--- src/rtl/ysyx_22050612_ifu_fetch_if.sv ---
// Fetch-stage bus bundle: instruction-memory request/response, instruction handoff to execute, commit return.
// Latency: none. This is wiring only.
// Backpressure: imem_req_ready stalls the request, and inst_ready stalls the handoff. The response and commit paths have no backpressure.
interface ysyx_22050612_ifu_fetch_if #(
  parameter int XLEN = 64
);
  // instruction memory request
  logic            imem_req_valid;
  logic [XLEN-1:0] imem_req_addr;
  logic            imem_req_ready;
  // instruction memory response
  logic            imem_rsp_valid;
  logic [31:0]     imem_rsp_data;
  logic            imem_rsp_err;
  // instruction handoff to execute
  logic            inst_valid;
  logic [31:0]     inst;
  logic [XLEN-1:0] inst_pc;
  logic            inst_ready;
  // commit return from execute
  logic            commit_valid;
  logic [XLEN-1:0] commit_dnpc;

  // fetch side
  modport master (
    output imem_req_valid, imem_req_addr,
    input  imem_req_ready,
    input  imem_rsp_valid, imem_rsp_data, imem_rsp_err,
    output inst_valid, inst, inst_pc,
    input  inst_ready,
    input  commit_valid, commit_dnpc
  );

  // memory + execute side
  modport slave (
    input  imem_req_valid, imem_req_addr,
    output imem_req_ready,
    output imem_rsp_valid, imem_rsp_data, imem_rsp_err,
    input  inst_valid, inst, inst_pc,
    output inst_ready,
    output commit_valid, commit_dnpc
  );
endinterface

--- src/rtl/ysyx_22050612_ifu_fetch.sv ---
// Single-issue fetch: owns the PC, fetches one word, hands it to execute and waits for the commit before fetching again.
// Latency: a commit at cycle N gives a request at N+1, and a response at N gives inst_valid at N+1. The minimum is 4 cycles per instruction plus execute time.
// Backpressure: the request holds addr/valid until imem_req_ready, and the instruction holds until inst_ready. Misaligned PCs and access faults park the stage in FAULT.
module ysyx_22050612_ifu_fetch #(
  parameter int              XLEN     = 64,
  parameter logic [XLEN-1:0] RESET_PC = 'h0000_0000_8000_0000
) (
  input  logic                          clk,
  input  logic                          rst,
  ysyx_22050612_ifu_fetch_if.master     bus,
  output logic                          fetch_fault,
  output logic [63:0]                   retire_cnt
);

  typedef enum logic [2:0] {
    S_REQ   = 3'd0,
    S_WAIT  = 3'd1,
    S_HOLD  = 3'd2,
    S_EXEC  = 3'd3,
    S_FAULT = 3'd4
  } state_e;

  state_e          state_q, state_d;
  logic [XLEN-1:0] pc_q, pc_d;
  logic [31:0]     inst_q, inst_d;
  logic [XLEN-1:0] inst_pc_q, inst_pc_d;
  logic [63:0]     retire_q, retire_d;
  logic            req_vld_q, req_vld_d;
  logic            inst_vld_q, inst_vld_d;
  logic            fault_q, fault_d;

  // next-state, datapath updates and registered-output decode for the fetch FSM
  always_comb begin
    state_d   = state_q;
    pc_d      = pc_q;
    inst_d    = inst_q;
    inst_pc_d = inst_pc_q;
    retire_d  = retire_q;

    unique case (state_q)
      S_REQ: begin
        // valid is already high here, so ready alone completes the handshake
        if (bus.imem_req_ready) begin
          state_d = S_WAIT;
        end
      end
      S_WAIT: begin
        if (bus.imem_rsp_valid) begin
          if (bus.imem_rsp_err) begin
            state_d = S_FAULT;
          end else begin
            state_d   = S_HOLD;
            inst_d    = bus.imem_rsp_data;
            inst_pc_d = pc_q;
          end
        end
      end
      S_HOLD: begin
        // any commit seen here is dropped: execute has not taken the word yet
        if (bus.inst_ready) begin
          state_d = S_EXEC;
        end
      end
      S_EXEC: begin
        if (bus.commit_valid) begin
          retire_d = retire_q + 64'd1;
          pc_d     = bus.commit_dnpc;
          // the bad PC is still recorded so it can be inspected after the fault
          state_d  = (bus.commit_dnpc[1:0] == 2'b00) ? S_REQ : S_FAULT;
        end
      end
      S_FAULT: begin
        state_d = S_FAULT;
      end
      default: begin
        state_d = S_FAULT;
      end
    endcase

    // outputs are decoded from the next state so they are glitch-free flops
    req_vld_d  = (state_d == S_REQ);
    inst_vld_d = (state_d == S_HOLD);
    fault_d    = (state_d == S_FAULT);
  end

  // state and output registers with synchronous reset back to a fresh fetch at RESET_PC
  always_ff @(posedge clk) begin
    if (rst) begin
      state_q    <= S_REQ;
      pc_q       <= RESET_PC;
      inst_q     <= 32'd0;
      inst_pc_q  <= RESET_PC;
      retire_q   <= 64'd0;
      req_vld_q  <= 1'b1;
      inst_vld_q <= 1'b0;
      fault_q    <= 1'b0;
    end else begin
      state_q    <= state_d;
      pc_q       <= pc_d;
      inst_q     <= inst_d;
      inst_pc_q  <= inst_pc_d;
      retire_q   <= retire_d;
      req_vld_q  <= req_vld_d;
      inst_vld_q <= inst_vld_d;
      fault_q    <= fault_d;
    end
  end

  // valids are masked while reset is held so nothing leaks before the first clean cycle
  assign bus.imem_req_valid = req_vld_q & ~rst;
  assign bus.imem_req_addr  = pc_q;
  assign bus.inst_valid     = inst_vld_q & ~rst;
  assign bus.inst           = inst_q;
  assign bus.inst_pc        = inst_pc_q;
  assign fetch_fault        = fault_q;
  assign retire_cnt         = retire_q;

endmodule

--- src/flat_wrapper.sv ---
// flat-port wrapper written by rule: the top's interface ports become plain ports
module ysyx_22050612_ifu_fetch_flat 
#(
  parameter int              XLEN     = 64,
  parameter logic [XLEN-1:0] RESET_PC = 'h0000_0000_8000_0000
)
  (clk, rst, fetch_fault, retire_cnt, bus_imem_req_valid, bus_imem_req_addr, bus_imem_req_ready, bus_imem_rsp_valid, bus_imem_rsp_data, bus_imem_rsp_err, bus_inst_valid, bus_inst, bus_inst_pc, bus_inst_ready, bus_commit_valid, bus_commit_dnpc);
  ysyx_22050612_ifu_fetch_if #(.XLEN(XLEN)) bus_i ();
  input  logic clk;
  input  logic rst;
  output logic fetch_fault;
  output logic [63:0] retire_cnt;
  output wire logic [$bits(bus_i.imem_req_valid)-1:0] bus_imem_req_valid;
  output wire logic [$bits(bus_i.imem_req_addr)-1:0] bus_imem_req_addr;
  input wire logic [$bits(bus_i.imem_req_ready)-1:0] bus_imem_req_ready;
  input wire logic [$bits(bus_i.imem_rsp_valid)-1:0] bus_imem_rsp_valid;
  input wire logic [$bits(bus_i.imem_rsp_data)-1:0] bus_imem_rsp_data;
  input wire logic [$bits(bus_i.imem_rsp_err)-1:0] bus_imem_rsp_err;
  output wire logic [$bits(bus_i.inst_valid)-1:0] bus_inst_valid;
  output wire logic [$bits(bus_i.inst)-1:0] bus_inst;
  output wire logic [$bits(bus_i.inst_pc)-1:0] bus_inst_pc;
  input wire logic [$bits(bus_i.inst_ready)-1:0] bus_inst_ready;
  input wire logic [$bits(bus_i.commit_valid)-1:0] bus_commit_valid;
  input wire logic [$bits(bus_i.commit_dnpc)-1:0] bus_commit_dnpc;
  assign bus_imem_req_valid = bus_i.imem_req_valid;
  assign bus_imem_req_addr = bus_i.imem_req_addr;
  assign bus_i.imem_req_ready = bus_imem_req_ready;
  assign bus_i.imem_rsp_valid = bus_imem_rsp_valid;
  assign bus_i.imem_rsp_data = bus_imem_rsp_data;
  assign bus_i.imem_rsp_err = bus_imem_rsp_err;
  assign bus_inst_valid = bus_i.inst_valid;
  assign bus_inst = bus_i.inst;
  assign bus_inst_pc = bus_i.inst_pc;
  assign bus_i.inst_ready = bus_inst_ready;
  assign bus_i.commit_valid = bus_commit_valid;
  assign bus_i.commit_dnpc = bus_commit_dnpc;
  ysyx_22050612_ifu_fetch #(.XLEN(XLEN), .RESET_PC(RESET_PC)) u_core (.clk(clk), .rst(rst), .bus(bus_i), .fetch_fault(fetch_fault), .retire_cnt(retire_cnt));
endmodule
--- config.mk ---
export PLATFORM = sky130hd
export DESIGN_NAME = ysyx_22050612_ifu_fetch_flat
export DESIGN_NICKNAME = d
export VERILOG_FILES = /design/src/rtl/ysyx_22050612_ifu_fetch_if.sv /design/src/rtl/ysyx_22050612_ifu_fetch.sv /design/src/flat_wrapper.sv
export SDC_FILE = /design/constraint.sdc
export NUM_CORES = 1
export LEC_CHECK = 0
export BUFFER_PORTS_ARGS = -buffer_cell sky130_fd_sc_hd__buf_2
export CORE_UTILIZATION = 39
export CTS_CLUSTER_DIAMETER = 120
export CTS_CLUSTER_SIZE = 10
export DETAILED_ROUTE_END_ITERATION = 6
export GPL_ROUTABILITY_DRIVEN = 0
export PLACE_DENSITY = 0.71
export SYNTH_ARGS = -nofsm -noshare
export SYNTH_HDL_FRONTEND = slang
export SYNTH_SLANG_ARGS = --single-unit
--- constraint.sdc ---
create_clock -name clk -period 2.2 [get_ports clk]
set_clock_uncertainty 0.15 [all_clocks]
set_input_delay 0.44 -clock clk [delete_from_list [all_inputs] [get_ports clk]]
set_output_delay 0.44 -clock clk [all_outputs]
set_load 0.01 [all_outputs]
**After elaboration in Yosys (flattened, before gate mapping)**

Index checks and enable logic that the tools add are counted.

- Input bits: 103
- Output and inout bits: 227
- Flip-flop bits (word level): 230
- Logic and storage cells: 30

- Add/subtract/negate cells: 1
- Reduce and logical (&&, ||, !) cells: 5
- Bitwise operators: 4
- Eq/ne operators: 5
- Muxes and demuxes: 7

Operators by type and width:

| cell | number |
|---|---|
| $add 64x1->64 const B | 1 |
| $mux 3 | 6 |
| $pmux 3 s4 | 1 |
| $eq 3x2->1 const B | 3 |
| $logic_not 3->1 | 2 |
| $eq 3x1->1 const B | 1 |
| $eq 3x3->1 const B | 1 |
| $reduce_and 3->1 | 1 |
| $and 1x1->1 | 2 |
| $logic_not 2->1 | 1 |
| $not 1->1 | 2 |
| $reduce_and 2->1 | 1 |

**Longest topological paths before layout**

Gate-level depths: netlist of the first run.

- Word-level depth: 5
- Gate-level depth with buffers: 8
- Depth with buffers taken out: 6

**Worst setup path before layout of the first run**

No wires, ideal clock.

- Kind: register to register
- Start: register u_core.retire_q[0] (netlist: u_core.retire_cnt[0])
- End: register u_core.retire_q[56] (netlist: u_core.retire_cnt[56])
- Required time: 1.918 ns
- Stages on the path, launching flop included: 8
- Data arrival time: 2.021 ns
- Clock period less this slack: 2.303 ns
- Path buffers: 1
- Path slack: -0.103 ns
- Setup time: 0.132 ns
- Path through: dfxtp_1 ha_1 inv_1 or4_1 buf_2 nor4_4 a31o_2 a21oi_1

- Cells in the longest elaborated chain, start to end: 1

Ends and longest elaborated chain:

| element | line | text |
|---|---|---|
| start, declared | ysyx_22050612_ifu_fetch.sv:27 | `logic [63:0] retire_q, retire_d;` |
| start signal, assigned | ysyx_22050612_ifu_fetch.sv:102 | `retire_q <= retire_d;` |
| $add 64x1->64 | ysyx_22050612_ifu_fetch.sv:66 | `retire_d = retire_q + 64'd1;` |

Every way passes these cells.
A chain may end at the register's enable or synchronous reset.

**Worst setup path after layout of the first run**

- Start: register u_core.retire_q[3] (netlist: u_core.retire_cnt[3])
- End: register u_core.retire_q[60] (netlist: u_core.retire_cnt[60])

Same word-level chain as after synthesis.

==> results of run 1 <==
report_power, final:
part / switching, uW / internal, uW
clock: 1540 / 2130
combinational: 220 / 200
sequential: 16.0 / 4190
total: 1780 / 6520
cell usage after synthesis, types with 13 or more instances:
master | number | area share
sky130_fd_sc_hd__clkbuf_1 | 62 | 0.026
sky130_fd_sc_hd__o21ai_0 | 16 | 0.0091
sky130_fd_sc_hd__and3_1 | 13 | 0.0093
sky130_fd_sc_hd__nor2_1 | 44 | 0.019
sky130_fd_sc_hd__dfxtp_1 | 230 | 0.52
sky130_fd_sc_hd__xor2_1 | 20 | 0.020
sky130_fd_sc_hd__inv_1 | 13 | 0.0056
sky130_fd_sc_hd__or3_1 | 17 | 0.012
sky130_fd_sc_hd__nand4_1 | 31 | 0.022
sky130_fd_sc_hd__nand3_1 | 21 | 0.012
sky130_fd_sc_hd__a21oi_1 | 191 | 0.11
sky130_fd_sc_hd__nand2_1 | 344 | 0.15
sequential cells by signal, indices dropped and copies added (netlist names):
signal / count
u_core.retire_cnt: 64
u_core.state_q: 3
u_core.inst_vld_q: 1
u_core.req_vld_q: 1
u_core.fetch_fault: 1
u_core.bus.inst_pc: 64
u_core.bus.inst: 32
u_core.bus.imem_req_addr: 64
metrics by stage:
step | std cells | cell area (um2)
after floorplan | 1094 | 8810
after global placement | 1691 | 11000
after detailed placement | 1691 | 11000
after CTS | 1779 | 12300
after global routing | 1792 | 12500
final | 1793 | 12500
how the worst max path moves through the flow:
stage	startpoint	end	slack (ns)	depth (start not counted)
detailed placement	bus_commit_valid	u_core.retire_cnt[60]$_SDFFE_PP0P_	-0.10	7
global route	u_core.retire_cnt[3]$_SDFFE_PP0P_	u_core.retire_cnt[60]$_SDFFE_PP0P_	-0.17	6
global placement	bus_commit_valid	u_core.retire_cnt[43]$_SDFFE_PP0P_	-0.04	7
CTS	u_core.retire_cnt[6]$_SDFFE_PP0P_	u_core.retire_cnt[43]$_SDFFE_PP0P_	0.02	6
finish	u_core.retire_cnt[3]$_SDFFE_PP0P_	u_core.retire_cnt[60]$_SDFFE_PP0P_	-0.04	6
floorplan	u_core.state_q[2]$_SDFF_PP0_	u_core.retire_cnt[56]$_SDFFE_PP0P_	-0.05	7
area by class of cell:
cell class,instances,area [um2],area share
multi-input combinational,781,3910,0.313
clock buffer,27,676,0.0542
antenna,1,2.50,0.000201
sequential,230,4630,0.372
tap,280,350,0.0281
inverter,13,48.8,0.00392
timing repair buffer,461,2850,0.228
worst max-delay path, stage by stage, from the launching register on:
cell	delay (ns)
sky130_fd_sc_hd__dfxtp_4	0.37
sky130_fd_sc_hd__nand4_1	0.15
sky130_fd_sc_hd__buf_4	0.19
sky130_fd_sc_hd__nor4_4	0.31
sky130_fd_sc_hd__nand4_1	0.27
sky130_fd_sc_hd__or4_4	0.60
sky130_fd_sc_hd__a21oi_2	0.12
routing by layer:
layer  track usage  vias up  routed length [um]
met5             0        -                   0
met2         0.378      360               12800
met4        0.0928        0                 937
met3        0.0495       69                2070
li1              -     4498                   -
met1         0.275     4193               11200
kinds of logic after synthesis:
kind of cell / Yosys count / share of synthesized area
simple gates: 523 / 0.272
xor+xnor: 32 / 0.0319
buf+inv: 83 / 0.0369
fa+ha+maj: 1 / 0.00142
flops: 230 / 0.524
compound gates: 225 / 0.135
timing repair:
action | 4_1_cts | 5_1_grt
endpoints found under the setup margin | 0 | 22
endpoints found under the hold margin | 61 | 0
setup buffers | 0 | 14
gates resized for setup | 0 | 18
hold buffers | 61 | 0
==> qor.json, run 1 <==
{
  "path_max_fanout": 5,
  "hold_path_startpoint": "bus_imem_rsp_data[19]",
  "dominantRegCellSynth": "sky130_fd_sc_hd__dfxtp_1",
  "fillCellCount": 1965,
  "ios": 330,
  "timing.reg2reg.setup_slack_ns": -0.04,
  "critical_path_arrival_ns": 2.53,
  "vias_in_the_first_global_route": 8721,
  "average_routed_wire_per_standard_cell_um": 15.1,
  "max_slew.worst_pin.slew_ns": 0.608,
  "worstSkewPairLatency_ns": 0.52,
  "vdd_drop_max_mv": 0.564,
  "min_to": "u_core.bus.inst[19]$_SDFFE_PP0P_",
  "post-route-period-util": 1.02,
  "route.vias.total": 9120,
  "die_width_um": 152,
  "initial_utilization": 0.400,
  "yosys_warnings": 0,
  "setup_ws_ns": -0.0385,
  "fp-row-count": 54,
  "routed_wl_mm": 27.0,
  "fraction_of_layout_cells_with_a_size_suffix_above_1": 0.306,
  "cts_max_level": 1,
  "min_path_cells": 3,
  "cap_violations": 0,
  "grt_antenna_before_repair": 0,
  "grt_pass1_wl_mm": 43.2,
  "overflow": 0,
  "netlist_instances": 1094,
  "total_power_uw": 8300,
  "worst_hold_slack_ns": 0.0194,
  "dp_slack_ns": -0.103,
  "p_leak_uw": 0.00531,
  "min-delay-path-class": "in2reg",
  "max-slew-margin-rel": 0.595,
  "core_area_um2": 22000,
  "edff_count_synth": 0,
  "drt_first_iter_violations": 561,
  "critical_path.startpoint_type": "register",
  "dp_hpwl_mm": 17.6,
  "drt_pass1_iterations": 7,
  "crit-reg2reg-capture": "u_core.retire_cnt[60]$_SDFFE_PP0P_",
  "critPathKind": "reg2reg",
  "violations": "DRC, setup timing",
  "result_of_the_run": "complete, but fails checks",
  "floorplan.die_area_um2": 23100,
  "dieHeight_um": 152,
  "r2r-start": "u_core.retire_cnt[3]$_SDFFE_PP0P_",
  "synth_seq_cells": 230,
  "num-nets-final": 1617,
  "max_freq_mhz": 447,
  "r2r.worst_path.cells": 6,
  "cts-buffers-inserted": 26,
  "mappedNetlistNets": 1198,
  "grt_overall_usage": 0.224,
  "syn-mean-instance-area_um2": 8.04,
  "netlist-cell-type-count": 38,
  "clock-sinks": 230,
  "top_library_cells_by_usage_in_the_layout_fill_and_taps_aside": "343 x sky130_fd_sc_hd__nand2_1, 328 x sky130_fd_sc_hd__buf_2, 219 x sky130_fd_sc_hd__dfxtp_1",
  "ys_seq_area_frac": 0.524,
  "finished_core_util": 0.568,
  "worst_path_required_time_ns": 2.49,
  "async_reset_ff_frac": 0,
  "mappedNetlistArea_um2": 8790,
  "tritoncts_clock_tree": "done",
  "post_route_setup_tns_ns": -0.0385,
  "clk_pin_slew_ns": 0.06,
  "root_buffer": "sky130_fd_sc_hd__clkbuf_16",
  "drc_errors": 56,
  "ant_nets": 0,
  "largest_net_degree_at_the_start_of_global_routing": 123,
  "worstSetupEndpointType": "register",
  "p_per_area_nw_per_um2": 666,
  "rsz0062_at_grt": "true",
  "fin_hold_viols": 0,
  "layout.cells.most_common": "sky130_fd_sc_hd__nand2_1",
  "io_buffers": 329,
  "timing.final.setup_violations": 1,
  "area.growth.synth_to_final_pct": 41.8,
  "fin_max_slew_vios": 0,
  "period_minus_slack_ns": 2.24,
  "cts-root-to-sink-buffers": 3,
  "drt-vias-per-instance": 5.09
}
Note: power is estimated with default switching activity, not from simulation.
==> run 2, diff against run 1 <==
--- a/config.mk
+++ b/config.mk
@@ -5,13 +5,15 @@
 export SDC_FILE = /design/constraint.sdc
 export NUM_CORES = 1
 export LEC_CHECK = 0
+export ABC_AREA = 1
 export BUFFER_PORTS_ARGS = -buffer_cell sky130_fd_sc_hd__buf_2
 export CORE_UTILIZATION = 39
 export CTS_CLUSTER_DIAMETER = 120
 export CTS_CLUSTER_SIZE = 10
 export DETAILED_ROUTE_END_ITERATION = 6
 export GPL_ROUTABILITY_DRIVEN = 0
-export PLACE_DENSITY = 0.71
+export PLACE_DENSITY = 0.7
+export RECOVER_POWER = 50
 export SYNTH_ARGS = -nofsm -noshare
 export SYNTH_HDL_FRONTEND = slang
 export SYNTH_SLANG_ARGS = --single-unit
==> qor.json, run 2 <==
{
  "worstSetupEndpointType": {"value": "register", "change": "unchanged"},
  "grt_pass1_wl": {"value": 49.5, "unit": "mm", "change": "was 43.2 mm"},
  "grt_antenna_before_repair": {"value": 3, "change": "was 0"},
  "rsz0062_at_grt": {"value": "false", "change": "was true"},
  "timing.critical_path.cells": {"value": "nor2_1, nand3_4, buf_4, nand2_1, a21oi_1", "change": "was nand4_1, buf_4, nor4_4, nand4_1, or4_4, a21oi_2"},
  "die_width": {"value": 159, "unit": "um", "change": "was 152 um"},
  "dp_hpwl": {"value": 22.7, "unit": "mm", "change": "was 17.6 mm"},
  "drt_pass1_iterations": {"value": 6, "change": "was 7"},
  "netlist-cell-type-count": {"value": 32, "change": "was 38"},
  "ant_nets": {"value": 0, "change": "unchanged"},
  "hold_path_startpoint": {"value": "bus_imem_rsp_data[31]", "change": "was bus_imem_rsp_data[19]"},
  "fin_hold_viols": {"value": 0, "change": "unchanged"},
  "clock-sinks": {"value": 230, "change": "unchanged"},
  "clk_pin_slew": {"value": 0.05, "unit": "ns", "change": "was 0.06 ns"},
  "root_buffer": {"value": "sky130_fd_sc_hd__clkbuf_16", "change": "unchanged"},
  "synth_seq_cells": {"value": 230, "change": "unchanged"},
  "place_inst": {"value": 1981, "change": "was 1691"},
  "initial_utilization": {"value": 0.403, "change": "was 0.400"},
  "mappedNetlistNets": {"value": 1479, "change": "was 1198"},
  "p_leak": {"value": 0.00485, "unit": "uW", "change": "was 0.00531 uW"},
  "r2r-start": {"value": "u_core.state_q[2]$_SDFF_PP0_", "change": "was u_core.retire_cnt[3]$_SDFFE_PP0P_"},
  "path_max_fanout": {"value": 97, "change": "was 5"},
  "overflow": {"value": 0, "change": "unchanged"},
  "synth_top_area_share": {"value": 0.481, "change": "was 0.524"},
  "critical_path_arrival": {"value": 2.26, "unit": "ns", "change": "was 2.53 ns"},
  "layout.cells.most_common": {"value": "sky130_fd_sc_hd__nand2_1", "change": "unchanged"},
  "min-delay-path-class": {"value": "in2reg", "change": "unchanged"},
  "fp-row-count": {"value": 56, "change": "was 54"},
  "vias_in_the_first_global_route": {"value": 9204, "change": "was 8721"},
  "max_slew.worst_pin.slew": {"value": 1.03, "unit": "ns", "change": "was 0.608 ns"},
  "vdd_drop_max": {"value": 0.516, "unit": "mV", "change": "was 0.564 mV"},
  "average_routed_wire_per_standard_cell": {"value": 15.5, "unit": "um", "change": "was 15.1 um"},
  "mappedNetlistArea": {"value": 9580, "unit": "um2", "change": "was 8790 um2"},
  "critPathKind": {"value": "reg2reg", "change": "unchanged"},
  "routed_wl": {"value": 32.0, "unit": "mm", "change": "was 27.0 mm"},
  "worst_path_required_time": {"value": 2.48, "unit": "ns", "change": "was 2.49 ns"},
  "worstSetupStartpoint": {"value": "u_core.state_q[2]$_SDFF_PP0_", "change": "was u_core.retire_cnt[3]$_SDFFE_PP0P_"},
  "critical-path-slowest-cell": {"value": "sky130_fd_sc_hd__buf_4", "change": "was sky130_fd_sc_hd__or4_4"},
  "grt_overall_usage": {"value": 0.242, "change": "was 0.224"},
  "postCtsSetupRepairBufs": {"value": 0, "change": "unchanged"},
  "cap_violations": {"value": 0, "change": "unchanged"},
  "route.vias.total": {"value": 10100, "change": "was 9120"},
  "yosys_warnings": {"value": 0, "change": "unchanged"},
  "timing.final.setup_violations": {"value": 0, "change": "was 1"},
  "floorplan.die_area": {"value": 25200, "unit": "um2", "change": "was 23100 um2"},
  "max_freq": {"value": 505, "unit": "MHz", "change": "was 447 MHz"},
  "syn-mean-instance-area": {"value": 6.97, "unit": "um2", "change": "was 8.04 um2"},
  "critical_path.startpoint_type": {"value": "register", "change": "unchanged"},
  "fin_max_slew_vios": {"value": 0, "change": "unchanged"},
  "drc_errors": {"value": 0, "change": "was 56"},
  "area.growth.synth_to_final": {"value": 30.4, "unit": "%", "change": "was 41.8%"},
  "dominantRegCellSynth": {"value": "sky130_fd_sc_hd__dfxtp_1", "change": "unchanged"},
  "netlist_top_cells_area": {"value": "sky130_fd_sc_hd__dfxtp_1 48%, sky130_fd_sc_hd__nand2_1 15%, sky130_fd_sc_hd__nor2_1 12%", "change": "was sky130_fd_sc_hd__dfxtp_1 52%, sky130_fd_sc_hd__nand2_1 15%, sky130_fd_sc_hd__a21oi_1 11%"},
  "cts-buffers-inserted": {"value": 26, "change": "unchanged"},
  "num-nets-final": {"value": 1841, "change": "was 1617"},
  "fraction_of_layout_cells_with_a_size_suffix_above_1": {"value": 0.134, "change": "was 0.306"},
  "cts-root-to-sink-buffers": {"value": 3, "change": "unchanged"},
  "core_area": {"value": 23800, "unit": "um2", "change": "was 22000 um2"},
  "tritoncts_clock_tree": {"value": "done", "change": "unchanged"},
  "p_per_area": {"value": 671, "unit": "nW/um2", "change": "was 666 nW/um2"},
  "period_minus_slack": {"value": 1.98, "unit": "ns", "change": "was 2.24 ns"},
  "top_library_cells_by_usage_in_the_layout_fill_and_taps_aside": {"value": "378 x sky130_fd_sc_hd__nand2_1, 305 x sky130_fd_sc_hd__nor2_1, 230 x sky130_fd_sc_hd__dfxtp_1", "change": "was 343 x sky130_fd_sc_hd__nand2_1, 328 x sky130_fd_sc_hd__buf_2, 219 x sky130_fd_sc_hd__dfxtp_1"},
  "worstSkewPairLatency": {"value": 0.52, "unit": "ns", "change": "about the same"},
  "io_buffers": {"value": 329, "change": "unchanged"},
  "ys_seq_area_frac": {"value": 0.481, "change": "was 0.524"},
  "edff_count_synth": {"value": 0, "change": "unchanged"},
  "drt_first_iter_violations": {"value": 927, "change": "was 561"},
  "netlist_instances": {"value": 1375, "change": "was 1094"},
  "dieHeight": {"value": 159, "unit": "um", "change": "was 152 um"},
  "synth_common_cells": {"value": "378 x sky130_fd_sc_hd__nand2_1, 305 x sky130_fd_sc_hd__nor2_1, 230 x sky130_fd_sc_hd__dfxtp_1", "change": "was 344 x sky130_fd_sc_hd__nand2_1, 230 x sky130_fd_sc_hd__dfxtp_1, 191 x sky130_fd_sc_hd__a21oi_1"},
  "async_reset_ff_frac": {"value": 0, "change": "unchanged"},
  "yosys.cell_count.top_type": {"value": "sky130_fd_sc_hd__nand2_1", "change": "unchanged"},
  "post-route-period-util": {"value": 0.899, "change": "was 1.02"},
  "crit_path_max_incr_delay": {"value": 0.78, "unit": "ns", "change": "was 0.60 ns"},
  "synthDominantAreaCellType": {"value": "sky130_fd_sc_hd__dfxtp_1", "change": "unchanged"},
  "post_route_setup_tns": {"value": 0, "unit": "ns", "change": "was -0.0385 ns"},
  "ios": {"value": 330, "change": "unchanged"},
  "final-instance-count-excl-fill": {"value": 2058, "change": "was 1793"},
  "fillCellCount": {"value": 2415, "change": "was 1965"},
  "drt-vias-per-instance": {"value": 4.92, "change": "was 5.09"},
  "cts_max_level": {"value": 1, "change": "unchanged"},
  "result_of_the_run": {"value": "finished clean", "change": "was complete, but fails checks"},
  "largest_net_degree_at_the_start_of_global_routing": {"value": 98, "change": "was 123"},
  "max-slew-margin-rel": {"value": 0.310, "change": "was 0.595"}
}
## run 2: changes by cell type in the layout (fill, tap and decap cells not counted), sizes merged, moves of 19 or more
cell / previous run / this run
a21oi: 191 / 120
buf: 400 / 170
clkbuf: 27 / 206
inv: 13 / 71
nand2: 344 / 388
nand3: 22 / 47
nand4: 31 / 12
nor2: 44 / 324
o21ai: 16 / 86
## run 2: critical path, delay by kind of cell, from the launching register on
| family | cells | cell delay [ns] |
|---|---|---|
| and+or+nand+nor | 3 | 0.34 |
| DFF | 1 | 0.38 |
| AOI/OAI and AO/OA | 1 | 0.20 |
| buffers and inverters | 1 | 0.78 |
## run 2: worst paths after layout
kind / end / slack (ns) / depth (start not counted)
setup / recovery: u_core.bus.inst[30]$_SDFFE_PP0P_ / 0.22 / 5
hold / removal: u_core.bus.inst[31]$_SDFFE_PP0P_ / 0.02 / 3
setup reg to reg: u_core.bus.inst[30]$_SDFFE_PP0P_ / 0.22 / 5
hold reg to reg: u_core.bus.inst_pc[14]$_SDFFE_PP0P_ / 0.31 / 2
## run 2: power by group
group	total, uW	switching, uW	leakage (uW)	internal, uW
Sequential	4230	26.2	0.00185	4210
Combinational	444	254	0.00266	190
Clock	3700	1570	0.000333	2130
## run 2: cells by family after synthesis
| kind of cell | share of synthesized area |
|---|---|
| buf+inv | 0.0575 |
| compound gates | 0.113 |
| xor+xnor | 0.0110 |
| fa+ha+maj | 0.00131 |
| flops | 0.481 |
| simple gates | 0.337 |
## run 2: per-stage QoR
step / setup slack (ns) / util / area, um2 / hold WS [ns] / power [uW]
floorplan: 0.231 / - / 9580 / 0.338 / 4510
global placement: 0.281 / 0.487 / 11600 / 0.299 / 4700
detailed placement: 0.214 / 0.487 / 11600 / 0.302 / 4700
CTS: 0.227 / 0.535 / 12700 / 0.000736 / 8470
global route: 0.0336 / 0.526 / 12500 / 0.00427 / 8680
finish: 0.221 / 0.526 / 12500 / 0.0211 / 8380
## run 2: what timing repair did
action,in CTS,in global routing
resized for setup,0,0
hold endpoints to repair,46,1
hold buffers,46,1
## run 2: final cells by class
cell class | instances | area, um2 | area share
multi-input combinational | 1012 | 4430 | 0.355
inverter | 71 | 267 | 0.0213
timing repair buffer | 396 | 2100 | 0.168
antenna | 3 | 7.51 | 0.000601
tap | 319 | 399 | 0.0320
sequential | 230 | 4600 | 0.369
clock buffer | 27 | 676 | 0.0541
## run 2: layer usage
layer,vias to the layer above,share of wire,GRT usage
met4,0,0.039,0.105
met5,-,0,0
met1,4578,0.42,0.304
li1,5063,-,-
met3,78,0.072,0.0481
met2,399,0.47,0.400
==> run 3, diff against run 2 <==
--- a/config.mk
+++ b/config.mk
@@ -7,12 +7,12 @@
 export LEC_CHECK = 0
 export ABC_AREA = 1
 export BUFFER_PORTS_ARGS = -buffer_cell sky130_fd_sc_hd__buf_2
-export CORE_UTILIZATION = 39
+export CORE_UTILIZATION = 45
 export CTS_CLUSTER_DIAMETER = 120
 export CTS_CLUSTER_SIZE = 10
 export DETAILED_ROUTE_END_ITERATION = 6
 export GPL_ROUTABILITY_DRIVEN = 0
-export PLACE_DENSITY = 0.7
+export PLACE_DENSITY = 0.79
 export RECOVER_POWER = 50
 export SYNTH_ARGS = -nofsm -noshare
 export SYNTH_HDL_FRONTEND = slang
==> qor.json, run 3 (synthesis results as in run 2) <==
{
  "result_of_the_run": {"value": "finished clean", "change": "unchanged"},
  "floorplan.die_area": {"value": 21900, "unit": "um2", "change": "was 25200 um2"},
  "ios": {"value": 330, "change": "unchanged"},
  "initial_utilization": {"value": 0.457, "change": "was 0.403"},
  "path_max_fanout": {"value": 5, "change": "was 97"},
  "tritoncts_clock_tree": {"value": "done", "change": "unchanged"},
  "critPathKind": {"value": "reg2reg", "change": "unchanged"},
  "min-delay-path-class": {"value": "in2reg", "change": "unchanged"},
  "post-route-period-util": {"value": 0.883, "change": "was 0.899"},
  "overflow": {"value": 0, "change": "unchanged"},
  "average_routed_wire_per_standard_cell": {"value": 15.6, "unit": "um", "change": "was 15.5 um"},
  "worstSetupEndpointType": {"value": "register", "change": "unchanged"},
  "die_width": {"value": 148, "unit": "um", "change": "was 159 um"},
  "place_inst": {"value": 1932, "change": "was 1981"},
  "rsz0062_at_grt": {"value": "false", "change": "unchanged"},
  "regArea": {"value": 4600, "unit": "um2", "change": "unchanged"},
  "p_leak": {"value": 0.00490, "unit": "uW", "change": "was 0.00485 uW"},
  "top_library_cells_by_usage_in_the_layout_fill_and_taps_aside": {"value": "379 x sky130_fd_sc_hd__nand2_1, 305 x sky130_fd_sc_hd__nor2_1, 230 x sky130_fd_sc_hd__dfxtp_1", "change": "was 378 x sky130_fd_sc_hd__nand2_1, 305 x sky130_fd_sc_hd__nor2_1, 230 x sky130_fd_sc_hd__dfxtp_1"},
  "vias_in_the_first_global_route": {"value": 9289, "change": "was 9204"},
  "dp_slack": {"value": 0.281, "unit": "ns", "change": "was 0.214 ns"},
  "routed_wl": {"value": 31.2, "unit": "mm", "change": "was 32.0 mm"},
  "worstSkewPairLatency": {"value": 0.52, "unit": "ns", "change": "about the same"},
  "cts_max_level": {"value": 1, "change": "unchanged"},
  "clk_pin_slew": {"value": 0.05, "unit": "ns", "change": "about the same"},
  "critical_path.startpoint_type": {"value": "register", "change": "unchanged"},
  "drt_pass1_iterations": {"value": 5, "change": "was 6"},
  "worst_path_required_time": {"value": 2.46, "unit": "ns", "change": "was 2.48 ns"},
  "drt-vias-per-instance": {"value": 5.11, "change": "was 4.92"},
  "fraction_of_layout_cells_with_a_size_suffix_above_1": {"value": 0.146, "change": "was 0.134"},
  "fillCellCount": {"value": 1995, "change": "was 2415"},
  "dieHeight": {"value": 148, "unit": "um", "change": "was 159 um"},
  "cts-root-to-sink-buffers": {"value": 3, "change": "unchanged"},
  "postCtsSetupRepairBufs": {"value": 0, "change": "unchanged"},
  "drc_errors": {"value": 0, "change": "unchanged"},
  "vdd_drop_max": {"value": 0.556, "unit": "mV", "change": "was 0.516 mV"},
  "p_per_area": {"value": 678, "unit": "nW/um2", "change": "was 671 nW/um2"},
  "route.vias.total": {"value": 10200, "change": "was 10100"},
  "setup_ws": {"value": 0.258, "unit": "ns", "change": "was 0.221 ns"},
  "core_area": {"value": 21000, "unit": "um2", "change": "was 23800 um2"},
  "critical_path_arrival": {"value": 2.20, "unit": "ns", "change": "was 2.26 ns"},
  "max-slew-margin-rel": {"value": 0.527, "change": "was 0.310"},
  "largest_net_degree_at_the_start_of_global_routing": {"value": 125, "change": "was 98"},
  "fin_max_slew_vios": {"value": 0, "change": "unchanged"},
  "fin_hold_viols": {"value": 0, "change": "unchanged"},
  "post_route_setup_tns": {"value": 0, "unit": "ns", "change": "unchanged"},
  "fp-row-count": {"value": 53, "change": "was 56"},
  "final-instance-count-excl-fill": {"value": 1996, "change": "was 2058"},
  "clock-sinks": {"value": 230, "change": "unchanged"},
  "dp_hpwl": {"value": 22.0, "unit": "mm", "change": "was 22.7 mm"},
  "n_antenna_cell": {"value": 0, "change": "was 3"},
  "area.growth.synth_to_final": {"value": 28.5, "unit": "%", "change": "was 30.4%"},
  "drt_first_iter_violations": {"value": 723, "change": "was 927"},
  "grt_overall_usage": {"value": 0.271, "change": "was 0.242"},
  "layout.cells.most_common": {"value": "sky130_fd_sc_hd__nand2_1", "change": "unchanged"},
  "num-nets-final": {"value": 1826, "change": "was 1841"},
  "cts-buffers-inserted": {"value": 26, "change": "unchanged"},
  "max_slew.worst_pin.slew": {"value": 0.710, "unit": "ns", "change": "was 1.03 ns"},
  "multi_input_comb_area": {"value": 4430, "unit": "um2", "change": "about the same"},
  "max_freq": {"value": 515, "unit": "MHz", "change": "was 505 MHz"},
  "timing.final.setup_violations": {"value": 0, "change": "unchanged"},
  "ant_nets": {"value": 0, "change": "unchanged"},
  "root_buffer": {"value": "sky130_fd_sc_hd__clkbuf_16", "change": "unchanged"},
  "io_buffers": {"value": 329, "change": "unchanged"},
  "worst_hold_slack": {"value": 0.00276, "unit": "ns", "change": "was 0.0211 ns"},
  "grt_antenna_before_repair": {"value": 0, "change": "was 3"},
  "period_minus_slack": {"value": 1.94, "unit": "ns", "change": "was 1.98 ns"},
  "cap_violations": {"value": 0, "change": "unchanged"},
  "grt_pass1_wl": {"value": 47.3, "unit": "mm", "change": "was 49.5 mm"}
}
[run 3: changes by cell type in the layout (fill, tap and decap cells not counted), moves of 3 or more]
cell / previous run / this run
sky130_fd_sc_hd__buf_2: 151 / 176
sky130_fd_sc_hd__buf_4: 14 / 8
sky130_fd_sc_hd__clkbuf_1: 179 / 153
sky130_fd_sc_hd__diode_2: 3 / 0
sky130_fd_sc_hd__dlygate4sd3_1: 47 / 37
[run 3: stage by stage]
stage | power, uW | util | area [um2]
detailed placement | 4700 | 0.548 | 11500
CTS | 8420 | 0.598 | 12500
floorplan | 4510 | - | 9580
finish | 8350 | 0.588 | 12300
global placement | 4690 | 0.548 | 11500
global route | 8610 | 0.588 | 12300
[run 3: worst paths after layout]
check | from | to | slack (ns) | depth (start not counted)
max | u_core.retire_cnt[1]$_SDFFE_PP0P_ | u_core.retire_cnt[24]$_SDFFE_PP0P_ | 0.26 | 8
min | bus_commit_dnpc[51] | u_core.bus.imem_req_addr[51]$_SDFFE_PP0P_ | 0.003 | 3
max reg2reg | u_core.retire_cnt[1]$_SDFFE_PP0P_ | u_core.retire_cnt[24]$_SDFFE_PP0P_ | 0.26 | 8
min reg2reg | u_core.bus.inst[31]$_SDFFE_PP0P_ | u_core.bus.inst[31]$_SDFFE_PP0P_ | 0.31 | 2
[run 3: where the power goes]
part / leakage (uW) / internal [uW] / total (uW) / switching [uW]
logic: 0.00271 / 177 / 422 / 244
clock network: 0.000333 / 2130 / 3690 / 1560
registers: 0.00185 / 4210 / 4230 / 25.6
total: 0.00490 / 6520 / 8350 / 1830
[run 3: area by class of cell]
cell class / count / area share
Sequential cell: 230 / 0.374
Multi-Input combinational cell: 1012 / 0.360
Timing Repair Buffer: 381 / 0.162
Clock buffer: 27 / 0.0549
Tap cell: 275 / 0.0279
Inverter: 71 / 0.0216
[run 3: layer usage]
metal / routed length [um] / vias up / global-route usage
met5: 0 / - / 0
met4: 1370 / 0 / 0.128
met3: 2930 / 96 / 0.0596
met2: 14700 / 502 / 0.459
met1: 12200 / 4569 / 0.325
li1: - / 5033 / -
[run 3: timing repair]
action	in CTS	in global routing
gates resized for setup	0	0
hold buffers	37	0
endpoints found under the hold margin	37	0
setup endpoints to repair	0	0
[run 3: critical path: stages (launching register included)]
cell and delay (ns):
sky130_fd_sc_hd__dfxtp_1 0.39, sky130_fd_sc_hd__ha_1 0.28, sky130_fd_sc_hd__inv_1 0.06, sky130_fd_sc_hd__nor2_1 0.14, sky130_fd_sc_hd__nand2_2 0.13, sky130_fd_sc_hd__nor3_1 0.31
sky130_fd_sc_hd__nand2_1 0.14, sky130_fd_sc_hd__o21ai_0 0.18, sky130_fd_sc_hd__nor2_1 0.05
